==> config.mk <==
export PLATFORM = sky130hd
export DESIGN_NAME = mag_controller
export DESIGN_NICKNAME = d
export VERILOG_FILES = /design/src/rtl/mag_pkg.sv /design/src/rtl/mag_tick_gen.sv /design/src/rtl/mag_controller.sv
export SDC_FILE = /design/constraint.sdc
export NUM_CORES = 1
export LEC_CHECK = 0
export CAP_MARGIN = 20
export CORE_UTILIZATION = 57
export CTS_BUF_LIST = sky130_fd_sc_hd__clkbuf_16
export DETAILED_ROUTE_END_ITERATION = 16
export PLACE_DENSITY = 0.85
export SLEW_MARGIN = 10
export SYNTH_ARGS = -nofsm -noshare
export SYNTH_HDL_FRONTEND = slang
export SYNTH_SLANG_ARGS = --single-unit
==> constraint.sdc <==
create_clock -name clk -period 6.25 [get_ports clk]
set_input_delay 1.25 -clock clk [delete_from_list [all_inputs] [get_ports clk]]
set_output_delay 1.25 -clock clk [all_outputs]
set_load 0.02 [all_outputs]
==> src/rtl/mag_pkg.sv <==
// Shared types and constants for the magnetron cook-cycle controller.
// The state encoding is visible on the controller's state output.
package mag_pkg;

    typedef enum logic [1:0] {
        MAG_IDLE  = 2'd0,
        MAG_COOK  = 2'd1,
        MAG_PAUSE = 2'd2,
        MAG_DONE  = 2'd3
    } mag_state_t;

    localparam int DUTY_STEPS_DEFAULT = 10;

    // Power levels above the duty window length behave as "always on".
    function automatic logic [3:0] clamp_power(input logic [3:0] p, input logic [3:0] max_p);
        return (p > max_p) ? max_p : p;
    endfunction

endpackage

==> src/rtl/mag_tick_gen.sv <==
// Seconds prescaler: counts 0..TICKS_PER_SEC-1 while enabled and flags the last count.
// sec_tick marks the cycle whose clock edge wraps the counter when en is high.
module mag_tick_gen #(
    parameter int TICKS_PER_SEC = 1000
) (
    input  logic clk,
    input  logic rst_n,
    input  logic en,
    input  logic clr,
    output logic sec_tick
);

    localparam int CW = (TICKS_PER_SEC > 2) ? $clog2(TICKS_PER_SEC) : 1;
    localparam logic [CW-1:0] TOP = CW'(TICKS_PER_SEC - 1);

    logic [CW-1:0] count_q;

    always_ff @(posedge clk) begin
        if (!rst_n) begin
            count_q <= '0;
        end else if (clr) begin
            count_q <= '0;
        end else if (en) begin
            count_q <= (count_q == TOP) ? '0 : count_q + 1'b1;
        end
    end

    // Not gated by en: a paused prescaler parked at TOP ticks on the first enabled edge.
    assign sec_tick = (count_q == TOP);

endmodule

==> src/rtl/mag_controller.sv <==
// Cook-cycle sequencer: loads time/power, counts seconds down and drives the
// magnetron SR latch with one-cycle set/reset pulses inside power-level duty windows.
module mag_controller
    import mag_pkg::*;
#(
    parameter int TICKS_PER_SEC = 1000,
    parameter int TIME_W        = 12,
    parameter int DUTY_STEPS    = DUTY_STEPS_DEFAULT
) (
    input  logic              clk,
    input  logic              rst_n,
    input  logic              door_closed,
    input  logic              start,
    input  logic              stop,
    input  logic [TIME_W-1:0] time_in,
    input  logic [3:0]        power_in,
    output logic              mag_set,
    output logic              mag_reset,
    output logic              mag_on,
    output logic [TIME_W-1:0] remaining,
    output logic [1:0]        state,
    output logic              done
);

    localparam logic [3:0] DUTY_MAX  = 4'(DUTY_STEPS);
    localparam logic [3:0] DUTY_LAST = 4'(DUTY_STEPS - 1);

    mag_state_t        state_q, state_d;
    logic [TIME_W-1:0] remaining_q, remaining_d;
    logic [3:0]        power_q, power_d;
    logic [3:0]        duty_q, duty_d;
    logic              start_q, stop_q;
    logic              mag_set_q, mag_reset_q, mag_on_q, done_q;

    logic start_rise, stop_rise, in_cook, sec_tick, tick;
    logic expire, pause_evt, prescale_en, prescale_clr, want_d;

    always_comb begin
        start_rise   = start & ~start_q;
        stop_rise    = stop & ~stop_q;
        in_cook      = (state_q == MAG_COOK);
        tick         = in_cook & sec_tick;
        expire       = tick & (remaining_q == TIME_W'(1));
        // Expiry outranks a pause arriving on the same edge.
        pause_evt    = in_cook & (~door_closed | stop_rise) & ~expire;
        prescale_en  = in_cook & ~pause_evt;
        prescale_clr = (state_q == MAG_IDLE) | (state_q == MAG_DONE);
    end

    mag_tick_gen #(
        .TICKS_PER_SEC(TICKS_PER_SEC)
    ) u_tick_gen (
        .clk     (clk),
        .rst_n   (rst_n),
        .en      (prescale_en),
        .clr     (prescale_clr),
        .sec_tick(sec_tick)
    );

    always_comb begin
        state_d     = state_q;
        remaining_d = remaining_q;
        power_d     = power_q;
        duty_d      = duty_q;
        case (state_q)
            MAG_IDLE: begin
                if (start_rise && !stop_rise && door_closed && (|time_in) && (|power_in)) begin
                    state_d     = MAG_COOK;
                    remaining_d = time_in;
                    power_d     = clamp_power(power_in, DUTY_MAX);
                    duty_d      = '0;
                end
            end
            MAG_COOK: begin
                if (expire) begin
                    state_d     = MAG_DONE;
                    remaining_d = '0;
                end else if (pause_evt) begin
                    state_d = MAG_PAUSE;
                end else if (tick) begin
                    remaining_d = remaining_q - 1'b1;
                    duty_d      = (duty_q == DUTY_LAST) ? 4'd0 : duty_q + 4'd1;
                end
            end
            MAG_PAUSE: begin
                if (stop_rise) begin
                    state_d     = MAG_IDLE;
                    remaining_d = '0;
                end else if (start_rise && door_closed) begin
                    state_d = MAG_COOK;
                end
            end
            MAG_DONE: begin
                state_d = MAG_IDLE;
            end
            default: begin
                state_d = MAG_IDLE;
            end
        endcase
    end

    // Judged on the state being entered so pulses line up with the state change.
    assign want_d = (state_d == MAG_COOK) & door_closed & (duty_d < power_d);

    always_ff @(posedge clk) begin
        if (!rst_n) begin
            state_q     <= MAG_IDLE;
            remaining_q <= '0;
            power_q     <= '0;
            duty_q      <= '0;
            start_q     <= 1'b0;
            stop_q      <= 1'b0;
            mag_set_q   <= 1'b0;
            mag_reset_q <= 1'b1;
            mag_on_q    <= 1'b0;
            done_q      <= 1'b0;
        end else begin
            state_q     <= state_d;
            remaining_q <= remaining_d;
            power_q     <= power_d;
            duty_q      <= duty_d;
            start_q     <= start;
            stop_q      <= stop;
            mag_set_q   <= want_d & ~mag_on_q;
            mag_reset_q <= ~want_d & mag_on_q;
            mag_on_q    <= want_d;
            done_q      <= expire;
        end
    end

    assign mag_set   = mag_set_q;
    assign mag_reset = mag_reset_q;
    assign mag_on    = mag_on_q;
    assign remaining = remaining_q;
    assign state     = state_q;
    assign done      = done_q;

endmodule

Word level (Yosys, flattened, before mapping)

Index checks and enable logic that the tools add are counted.

Bits in registers: 38
Output and inout port bits: 18
Input bits: 21
Word-level logic and storage cells: 82

Add/sub/neg operators: 3
Bitwise operators: 21
Multiplexer cells: 22
Reductions and logical operators: 12
Equal/unequal tests: 11
$lt $le $gt $ge: 2

Operator list:

| cell                    | number |
|---|---|
| $mux W12                | 5 |
| $pmux W12 S3            | 1 |
| $mux W4                 | 8 |
| $eq A12 B1 Y1 const B   | 1 |
| $reduce_or A12 Y1       | 1 |
| $sub A12 B1 Y12 const B | 1 |
| $and A1 B1 Y1           | 11 |
| $add A10 B1 Y10 const B | 1 |
| $eq A10 B10 Y1 const B  | 1 |
| $mux W10                | 1 |
| $mux W2                 | 5 |
| $not A1 Y1              | 8 |
| $pmux W2 S4             | 1 |
| $pmux W4 S2             | 1 |
| $logic_and A1 B1 Y1     | 5 |
| $reduce_and A5 Y1       | 1 |
| $add A4 B1 Y4 const B   | 1 |
| $eq A2 B1 Y1 const B    | 2 |
| $eq A2 B2 Y1 const B    | 2 |
| $eq A4 B4 Y1 const B    | 1 |
| $gt A4 B4 Y1 const B    | 1 |
| $lt A4 B4 Y1            | 1 |
| $reduce_or A4 Y1        | 1 |
| $ne A3 B1 Y1 const B    | 1 |
| other kinds (8)         | 9 |

Longest topological paths before layout

Gate-level depths: netlist of the first run.

Depth after elaboration: 14
Gate-level depth with buffers: 11
Gate-level depth less buffers: 11

By module

A second synthesis of the first run with hierarchy kept.

Cell total of the unflattened synthesis: 273
Area, all modules: 2309.7 um^2

By module, submodules not included:

| module         | cells an instance | seq. area each (um^2) | area an instance (um^2) | times used |
|---|---|---|---|---|
| mag_controller | 221               | 560.5                 | 1805.5                  | 1 |
| mag_tick_gen   | 52                | 200.2                 | 504.2                   | 1 |

Least setup slack after synthesis of the first run

OpenSTA, ideal clock, no wires.

Path kind: input-to-reg
Start: input stop
End: register mag_reset_q, in the netlist mag_reset
Arrival time: 3.068 ns
Data required time: 6.133 ns
Buffers on the path: 0
Stages: 9
Library setup time: 0.117 ns
Setup slack: 3.065 ns
Path through: nor2b_1 -> nor2_1 -> nand2_1 -> or4_1 -> o21ai_1 -> ha_1 -> a211oi_1 -> nand3_1 -> o22a_1

Elaborated cells on any way between the ends: 26
Those cells by class: order compare (1); eq/ne (1); mux (11); bitwise (8); reduce/logical (5)

RTL lines:

| element                                                         | RTL line              | RTL |
|---|---|---|
| start: declaration                                              | mag_controller.sv:14  | `input logic stop,` |
| $and A1 B1 Y1 *                                                 | mag_controller.sv:40  | `stop_rise = stop & ~stop_q;` |
| parallel branches: the longest is 6 deep, another holds $mux W4 | --                    |  |
| $pmux W4 S2 *                                                   | mag_controller.sv:65  | `case (state_q)` |
| via duty_d[3]                                                   | mag_controller.sv:31  | `logic [3:0] duty_q, duty_d;` |
| $lt A4 B4 Y1 *                                                  | mag_controller.sv:103 | `assign want_d = (state_d == MAG_COOK) & door_closed & (duty_d < power_d);` |
| $and A1 B1 Y1 *                                                 | mag_controller.sv:103 |  |
| $not A1 Y1 *                                                    | mag_controller.sv:125 | `mag_reset_q <= ~want_d & mag_on_q;` |
| $and A1 B1 Y1 *                                                 | mag_controller.sv:125 |  |
| end signal: assignment                                          | mag_controller.sv:125 |  |
| end: declaration                                                | mag_controller.sv:33  | `logic mag_set_q, mag_reset_q, mag_on_q, done_q;` |

Mark *: on every way through the listed nets, which the timed path passes.
A chain may end at the register's enable or synchronous reset.

Worst setup path after layout of the first run

Start: input door_closed
End: register mag_reset_q, in the netlist mag_reset

Elaborated cells on any way between the ends: 26
Those cells by class: order compare (1); eq/ne (1); mux (12); bitwise (8); reduce/logical (4)

RTL lines:

| element                    | RTL line              | RTL |
|---|---|---|
| start: declaration         | mag_controller.sv:12  | `input logic door_closed,` |
| $not A1 Y1                 | mag_controller.sv:45  | `pause_evt = in_cook & (~door_closed \| stop_rise) & ~expire;` |
| $or A1 B1 Y1               | mag_controller.sv:45  |  |
| $and A1 B1 Y1 (2 in a row) | mag_controller.sv:45  |  |
| $mux W4                    | mag_controller.sv:78  | `end else if (pause_evt) begin` |
| $mux W4                    | mag_controller.sv:75  | `if (expire) begin` |
| $pmux W4 S2 *              | mag_controller.sv:65  |  |
| via duty_d[3]              | mag_controller.sv:31  |  |
| $lt A4 B4 Y1 *             | mag_controller.sv:103 |  |
| $and A1 B1 Y1 *            | mag_controller.sv:103 |  |
| $not A1 Y1 *               | mag_controller.sv:125 |  |
| $and A1 B1 Y1 *            | mag_controller.sv:125 |  |

The timed path passes the listed nets; every way through them passes the cells marked *.

==> metrics.md, run 1 <==
| Metric | Value |
|---|---|
| Hold Path Class | `reg2reg` |
| Setup Skew | `2.84 ps` |
| Total core area | `0.00380 mm2` |
| Min Tclk post-route | `3720 ps` |
| Layout cells sized above 1 | `6.73%` |
| Run status | `finished clean` |
| Site Rows | `22` |
| Wirelength, routed | `5470 um` |
| Dpl cell area | `0.00273 mm2` |
| Post-CTS Hold Buffers | `0` |
| Cell Area, Synth | `0.00235 mm2` |
| EDFF count, synth | `0` |
| Max Freq | `0.269 GHz` |
| Crit. End Element | `flip-flop` |
| Largest net degree at the start of global routing | `25` |
| Wirelength per Cell | `15.2 um` |
| Post-layout util | `75.6%` |
| Setup Fix Bufs, Post-CTS | `0` |
| Critical path arrival | `3890 ps` |
| First-pass GRT wire length | `9270 um` |
| CTS tree | `done` |
| H-Tree Depth | `2` |
| Via count | `2198` |
| Post-Syn Nets | `309` |
| DR vias/cell | `6.11` |
| Gate Count Post-Synth | `276` |
| Hold Worst Slack | `451 ps` |
| # clock sinks | `38` |
| Max-cap violations | `0` |
| Setup_tns | `0 ps` |
| Clock buffer depth | `2` |
| Worst Tran Pin Value | `938 ps` |
| I/O Buffers | `38` |
| RSZ-0062 raised after global routing | `no` |
| Die area | `0.00438 mm2` |
| Power Density | `304 mW/mm2` |
| ANT cells | `0` |
| Crit path max fanout | `6` |
| Synth Register Bits | `38` |
| Vias in the first global route | `2030` |
| DRC | `0` |
| Chip height | `66.2 um` |
| Final number of setup-violating endpoints | `0` |
| CTS Root Cell | `clkbuf_16` |
| YS warnings | `0` |
| Relative slew margins | `37.5%` |
| Post-CTS sizing | `0` |
| Num CTS Buffers | `5` |
| Leakage | `1.09 nW` |
| Post-synth top flop | `dfxtp_1` |
| Critical path launch point type | `primary input` |
| Synthesis-to-layout area growth | `22.3%` |
| Post-route ant nets | `0` |
| Initial antenna violation count | `0` |
| First-pass DRT Iterations | `4` |
| Placer Congestion | `0.893` |
| Grt total ovfl | `0` |
| CP required | `6420 ps` |
| Clock transition at path regs | `50 ps` |
| Clock Latency Late Sink | `280 ps` |
| Post-DP HPWL | `3950 um` |
| Detailed Route Iter0 Violations | `162` |
| Die Wd | `66.2 um` |
| Avg Inst Size Synth | `8.51 um2` |
| Async SR Flop Fraction | `0%` |
| Initial Utilization | `61.8%` |
| Period utilization | `59.4%` |
| Fin nets | `344` |
| Yosys cell types | `58` |
| Gr usage total | `27.8%` |
| Maximum VDD drop | `253 uV` |
| Seq/Total Area, Yosys | `32.4%` |
| Tot Pwr | `873 uW` |
| Final Cell Area | `0.00287 mm2` |
| Io pins | `39` |
| Final Slew Violations | `0` |
| Worst setup path class | `in2reg` |
| Final Hold Viols | `0` |
## sequential cells by signal, indices dropped and copies added (netlist names)
name / cells
done: 1
start_q: 1
duty_q: 4
mag_set: 1
remaining: 12
state: 2
stop_q: 1
mag_on: 1
power_q: 4
mag_reset: 1
u_tick_gen.count_q: 10
## final timing paths
kind         slack, ps                   end                 from  cells after the start
min                450    mag_set$_SDFF_PN0_    mag_on$_SDFF_PN0_                      1
max reg2reg       3300  mag_reset$_SDFF_PN1_  state[1]$_SDFF_PN0_                      9
min reg2reg        450    mag_set$_SDFF_PN0_    mag_on$_SDFF_PN0_                      1
max               2530  mag_reset$_SDFF_PN1_          door_closed                     10
## cells in the final DEF (no fill, tap or decap), types with 3 or more instances in the layout
master and n:
ha_1 12, nand4_1 5, nor2_1 34, and4_1 3, xor2_1 7, a211oi_2 3
and2_1 7, o21ai_1 9, nor4_1 7, o21ai_0 3, clkbuf_16 5, dfxtp_1 38
nor3_1 7, and3_1 10, nand3_1 14, clkdlybuf4s50_1 38, inv_1 18, a31o_1 7
nand2b_1 3, o32ai_1 3, nand3b_1 3, nand2_1 14, xnor2_1 3, a21oi_1 12
o2bb2ai_1 5
## where the power goes
part | internal, mW | switching (mW)
registers | 0.264 | 0.0330
clock network | 0.144 | 0.0925
logic | 0.145 | 0.195
total | 0.552 | 0.321
## area by class of cell
class,count,area [um2]
fillers,283,927
repair buffers,38,380
well taps,48,60.1
flip-flops and latches,38,761
clock inverters,3,12.5
clock buffers,5,125
multi-input cells,210,1470
inverters,18,67.6
## worst max-delay path, stage by stage
cell             delay [ps]
clkdlybuf4s50_1         550
inv_1                    80
nor2_1                  340
nand2_1                 150
or4_1                   460
o21ai_1                 190
ha_1                    270
a211oi_1                250
nand3_1                 150
o22a_1                  200
## synthesized netlist by cell type, drive strengths merged (2+ instances only)
library cell  number  share of area [%]
a31oi              2               0.53
and3              10                2.7
o31ai              2               0.64
or4                2               0.64
a211oi             5                2.2
a31o               7                2.6
inv               17                2.7
nor4               9                3.7
nand2             14                2.2
and2               7                1.9
buf                4                1.4
dfxtp             38                 32
a21oi             12                2.6
xor2               7                2.6
a221oi             2                1.8
mux2i              2               0.85
o21ai             14                3.6
nor3b              2               0.85
o2bb2ai            5                1.9
nand3b             3               0.96
and4               4                1.6
xnor2              3                1.1
clkbuf             6               0.96
ha                12                6.4
nor3               7                1.5
nand2b             3               0.80
nand3             15                3.4
o32ai              3                1.1
nor2              34                5.4
o211ai             3                1.2
nand4              6                2.2
nor2b              2               0.53
## per-layer routing
layer  share of wire (%)  vias up  track usage (%)  wire length (um)
met5                   0        -                0                 0
met4                 1.5        0             9.57                83
met3                 7.1        8             7.59               391
met2                  45       83             43.2              2440
met1                  47     1018             36.9              2560
li1                    -     1089                -                 -
## metrics by stage
step                      worst slack (ps)  cells
after floorplan                       3060    276
after CTS                             2580    360
final                                 2530    360
after global placement                2370    352
after global routing                  2260    360
after detailed placement              2310    352
## cells by family after synthesis
logic type | share of synthesized area [%]
flops | 32.4
compound gates | 22.4
xor+xnor | 3.73
mux | 0.852
buf+inv | 5.22
simple gates | 29.0
fa+ha+maj | 6.39
(Power assumes the default switching activity.)
==> run 2, diff against run 1 <==
--- a/config.mk
+++ b/config.mk
@@ -6,10 +6,10 @@
 export NUM_CORES = 1
 export LEC_CHECK = 0
 export CAP_MARGIN = 20
-export CORE_UTILIZATION = 57
+export CORE_UTILIZATION = 48
 export CTS_BUF_LIST = sky130_fd_sc_hd__clkbuf_16
 export DETAILED_ROUTE_END_ITERATION = 16
-export PLACE_DENSITY = 0.85
+export PLACE_DENSITY = 0.76
 export SLEW_MARGIN = 10
 export SYNTH_ARGS = -nofsm -noshare
 export SYNTH_HDL_FRONTEND = slang
==> constraint.sdc (replaced) <==
create_clock -name clk -period 3.05 [get_ports clk]
set_input_delay 0.61 -clock clk [delete_from_list [all_inputs] [get_ports clk]]
set_output_delay 0.61 -clock clk [all_outputs]
set_load 0.02 [all_outputs]
==> run 2 against run 1 <==
Setup slack got worse by 2400 ps. Count of clock-buffer cells in the layout unchanged. Critical endpoint unchanged. First-iteration DRC count unchanged. Wire length increased by 3.5%. Hold slack improved by 38 ps. Global-route usage decreased by 4.5 points. Clock skew increased by 4.4 ps. Sequential power increased by 110%. Flip-flop and latch count unchanged.
==> metrics.md, run 2 (synthesis gave the netlist of run 1 again) <==
| Metric | Value |
|---|---|
| Final Hold Viols | `0` |
| Min-delay src | `mag_on$_SDFF_PN0_` |
| CTS tree | `done` |
| Initial antenna violation count | `0` |
| Layout cells sized above 1 | `13.1%` |
| CTS Root Cell | `clkbuf_16` |
| Maximum VDD drop | `294 uV` |
| Num CTS Buffers | `5` |
| Non-filler cells, final | `394` |
| Met1 Resource Use GR | `29.9%` |
| Total core area | `0.00472 mm2` |
| Synthesis-to-layout area growth | `30.4%` |
| Setup Skew | `7.26 ps` |
| Relative slew margins | `53.1%` |
| Post-CTS Hold Buffers | `0` |
| First-pass DRT Iterations | `4` |
| Worst-case reg-to-reg path depth | `9` |
| Max Freq | `0.348 GHz` |
| Fin nets | `360` |
| Final number of setup-violating endpoints | `0` |
| Detailed Route Iter0 Violations | `162` |
| Grt total ovfl | `0` |
| Critical path arrival | `3040 ps` |
| Power Density | `597 mW/mm2` |
| Hold path depth | `1` |
| Setup_tns | `0 ps` |
| Placed Cells | `387` |
| Crit. End Element | `flip-flop` |
| Final Slew Violations | `0` |
| Crit path launch | `time_in[0]` |
| Clock transition at path regs | `50 ps` |
| Post-DP HPWL | `4140 um` |
| Wirelength per Cell | `14.4 um` |
| Hold Path Class | `reg2reg` |
| Placer Congestion | `0.962` |
| Die Wd | `71.9 um` |
| Period utilization | `94.2%` |
| Worst setup path class | `in2reg` |
| Max reg flops | `12` |
| Post-route ant nets | `0` |
| M2 GR Usage | `39.7%` |
| Min Tclk post-route | `2870 ps` |
| Site Rows | `25` |
| Crit path max fanout | `6` |
| Worst Tran Pin Value | `701 ps` |
| Critical path launch point type | `primary input` |
| Largest net degree at the start of global routing | `25` |
| DR vias/cell | `5.75` |
| # clock sinks | `38` |
| Global route hottest layer | `met2` |
| Wirelength, routed | `5660 um` |
| Clock Latency Late Sink | `280 ps` |
| Die area | `0.00518 mm2` |
| DRC | `0` |
| Chip height | `71.9 um` |
| Gr usage total | `23.4%` |
| Io pins | `39` |
| CP required | `3220 ps` |
| ANT cells | `0` |
| RSZ-0062 raised after global routing | `no` |
| Max-cap violations | `0` |
| I/O Buffers | `38` |
| Met3 usage | `4.31%` |
| Via count | `2266` |
| Clock buffer depth | `2` |
| Most frequent cells in the layout | `38 x dfxtp_1, 38 x clkdlybuf4s50_1, 34 x nor2_1` |
| Leakage | `1.18 nW` |
| Run status | `finished clean` |
| First-pass GRT wire length | `9630 um` |
| H-Tree Depth | `2` |
| Reg-to-Reg Start | `remaining[1]$_SDFFE_PN0P_` |
| Vias in the first global route | `2118` |
| Initial Utilization | `49.7%` |
## run 2: worst paths after layout
| check | end | slack [ps] |
|---|---|---|
| min | mag_set$_SDFF_PN0_ | 490 |
| max | mag_reset$_SDFF_PN1_ | 180 |
| max reg2reg | mag_reset$_SDFF_PN1_ | 450 |
| min reg2reg | mag_set$_SDFF_PN0_ | 490 |
## run 2: report_power, final
group          switching, mW  internal [mW]  leakage, nW  total, mW
logic                  0.400          0.328        0.798      0.728
clock network          0.196          0.295       0.0694      0.491
registers             0.0691          0.540        0.309      0.609
## run 2: repair_timing
action                                  4_1_cts  5_1_grt
setup buffers                                 0        0
gates resized for setup                       0        6
endpoints found under the setup margin        0        3
## run 2: area by class of cell
class / count / area, um2
Multi-Input combinational cell: 210 / 1500
Fill cell: 414 / 1660
Timing Repair Buffer: 54 / 513
Inverter: 18 / 67.6
Clock inverter: 2 / 10.0
Sequential cell: 38 / 761
Clock buffer: 5 / 125
Tap cell: 67 / 83.8
## run 2: routing by layer
metal,up-vias,routed length [um]
li1,1121,-
met1,1074,2690
met2,65,2660
met3,6,254
met4,0,58
met5,-,0
## run 2: metrics by stage
stage                     hold slack (ps)  util, %  cell area, um2  power, mW  worst slack (ps)
final                                 488     64.8            3060       1.83               177
after global routing                  512     64.8            3060       1.93              1.61
after CTS                             486     64.1            3030       1.82               123
after detailed placement              473     61.2            2890       1.34              -158
after global placement                464     61.2            2890       1.32             -47.8
after floorplan                       448        -            2350       1.11               447
## run 2: critical path, stage by stage
cell and delay (ps):
clkdlybuf4s50_1 450, nor4_2 340, nand3_1 270, nand3_2 230, mux2i_1 260, ha_1 270
a211oi_1 250, nand3_1 160, o22a_1 190
==> RTL edit: new RTL, flow settings as in run 2 <==
`TICKS_PER_SEC` is set to 1000 in 2 places; all go to 500.
--- a/src/rtl/mag_tick_gen.sv
+++ b/src/rtl/mag_tick_gen.sv
@@ -1,7 +1,7 @@
 // Seconds prescaler: counts 0..TICKS_PER_SEC-1 while enabled and flags the last count.
 // sec_tick marks the cycle whose clock edge wraps the counter when en is high.
 module mag_tick_gen #(
-    parameter int TICKS_PER_SEC = 1000
+    parameter int TICKS_PER_SEC = 500
 ) (
     input  logic clk,
     input  logic rst_n,
--- a/src/rtl/mag_controller.sv
+++ b/src/rtl/mag_controller.sv
@@ -3,7 +3,7 @@
 module mag_controller
     import mag_pkg::*;
 #(
-    parameter int TICKS_PER_SEC = 1000,
+    parameter int TICKS_PER_SEC = 500,
     parameter int TIME_W        = 12,
     parameter int DUTY_STEPS    = DUTY_STEPS_DEFAULT
 ) (
Function: same outputs for any inputs over 10 cycles, from zero or initial values and one cycle with rst_n low; that may be too few to reach the edited logic, so the function may still have changed.
==> RTL edit against run 2 <==
- the flow now finishes with violations (design-rule violations)
- sequential cell count is 1 lower
- routed wire length is 2.8% higher
- first-iteration DRC count is 24% lower
- design area is 0.82% lower
- synthesized area is 1.8% lower
- combinational power is 12% lower
- power is 2.3% lower
- setup slack worse by 0.030 ns
- register-to-register slack worse by 0.20 ns
- critical path type unchanged
- critical endpoint unchanged
- largest power group unchanged
- highest routed layer unchanged
==> RTL edit: results (changes against run 2) <==
Parameter                              Value

Run status
  Outcome ... finished with violations (was finished clean)
  Failing checks ... design-rule violations

Synthesis
  Cell variety after synth ... 59 (was 58)
  Synth area leaders ... sky130_fd_sc_hd__dfxtp_1 32%, sky130_fd_sc_hd__ha_1 6.5%, sky130_fd_sc_hd__nor2_1 4.9%, sky130_fd_sc_hd__a21oi_1 3.7%, sky130_fd_sc_hd__nand2_1 2.8% (was sky130_fd_sc_hd__dfxtp_1 32%, sky130_fd_sc_hd__ha_1 6.4%, sky130_fd_sc_hd__nor2_1 5.4%, sky130_fd_sc_hd__nand3_1 3.0%, sky130_fd_sc_hd__inv_1 2.7%)
  Proportion of synthesized chip area in sequential cells ... 32.1% (was 32.4%)
  Syn_nets ... 300 (was 309)
  Ranking of synthesized cells by instance count ... 37 x sky130_fd_sc_hd__dfxtp_1, 30 x sky130_fd_sc_hd__nor2_1, 17 x sky130_fd_sc_hd__a21oi_1, 17 x sky130_fd_sc_hd__nand2_1, 12 x sky130_fd_sc_hd__ha_1 (was 38 x sky130_fd_sc_hd__dfxtp_1, 34 x sky130_fd_sc_hd__nor2_1, 17 x sky130_fd_sc_hd__inv_1)
  Flip-flop and latch count after synthesis ... 37 (was 38)

Drt
  Number of search-and-repair iterations in the first detailed-routing pass ... 11 (was 4)
  DRC violations left ... 1 (was 0)
  DR iter-0 viols ... 123 (was 162)
  Vias/cell ... 5.89 (was 5.75)
  Average wire per standard cell ... 15.4 um (was 14.4 um)

Finish
  Non-clk buf share ... 18.7% (was 16.7%)
  Layout cells sized above 1 ... 15.6% (was 13.1%)
  Area of the multi-input gates ... 0.00145 sq mm (was 0.00150 sq mm)
  Sequential fraction of total cell area ... 24.4% (was 24.8%)
  Clock buffer and inverter area fraction after layout ... 5.35% (was 4.41%)
  Layout filler cell count ... 349 (was 414)
  Total number of multi-input combinational cells ... 206 (was 210)
  Fin nets ... 359 (was 360)
  Non-CTS inverters ... 13 (was 18)

Place
  Final weighted congestion in routability-driven placement ... 0.946 (was 0.962)
  HPWL reported at the end of detailed placement ... 4270 um (was 4140 um)
  Placed inst area ... 0.00287 sq mm (was 0.00289 sq mm)

Critical path
  Cell type of the slowest stage on the worst timing path ... sky130_fd_sc_hd__or4_4 (was sky130_fd_sc_hd__clkdlybuf4s50_1)
  Reg2reg start ... u_tick_gen.count_q[0] (was remaining[1])
  Setup slack, reg-to-reg ... 0.25 ns (was 0.45 ns)
  Peak per-stage delay on the critical path ... 0.54 ns (was 0.45 ns)
  Crit path arrival time ... 3.08 ns (was 3.04 ns)

Power and ir drop
  Static Leak ... 1.16 nW (was 1.18 nW)
  VDD IR max ... 0.342 mV (was 0.294 mV)

Min path
  Hold Path End ... u_tick_gen.count_q[1] (was mag_set)

GRT
  Via count of the first global-routing pass ... 2116 (was 2118)
  GRT Resource Usage Total ... 23.8% (was 23.4%)
  Largest net degree at the start of global routing ... 24 (was 25)

STA
  Worst clock skew on the final layout ... 0.00682 ns (was 0.00726 ns)
==> RTL edit: metal layers <==
| metal | share of wire (%) | track usage, % | wire length (um) |
|---|---|---|---|
| met3 | 5.6 | 4.36 | 325 |
| met4 | 1.6 | 8.89 | 95 |
| met2 | 46 | 38.3 | 2680 |
| met1 | 47 | 31.9 | 2720 |
| met5 | 0 | 0 | 0 |
==> RTL edit: how the worst max path moves through the flow <==
stage / start / endpoint / slack (ns) / cells after the start
after floorplan: power_in[0] / mag_reset / 0.35 / 9
final: power_in[0] / mag_reset / 0.15 / 10
after detailed placement: power_in[0] / mag_reset / -0.21 / 10
after global routing: power_in[0] / mag_reset / 0.05 / 10
after CTS: power_in[0] / mag_reset / 0.07 / 10
after global placement: power_in[0] / mag_reset / -0.12 / 10
==> RTL edit: cells by family after synthesis <==
logic type | synth area share, %
xor+xnor | 3.04
simple gates | 27.9
mux | 1.74
compound gates | 23.5
flops | 32.1
buf+inv | 5.26
fa+ha+maj | 6.51
==> RTL edit: through the flow <==
step / instances / hold WS (ns) / utilization [%]
floorplan: 267 / 0.443 / -
global placement: 371 / 0.444 / 64.1
detailed placement: 371 / 0.457 / 64.1
CTS: 379 / 0.473 / 67.7
global route: 379 / 0.503 / 67.9
finish: 379 / 0.468 / 67.9
==> RTL edit: power breakdown <==
| part | internal (mW) | total (mW) | switching, mW | leakage, nW |
|---|---|---|---|---|
| Combinational | 0.280 | 0.641 | 0.361 | 0.776 |
| Sequential | 0.521 | 0.572 | 0.0511 | 0.301 |
| Clock | 0.380 | 0.572 | 0.193 | 0.0826 |
| Total | 1.18 | 1.79 | 0.605 | 1.16 |
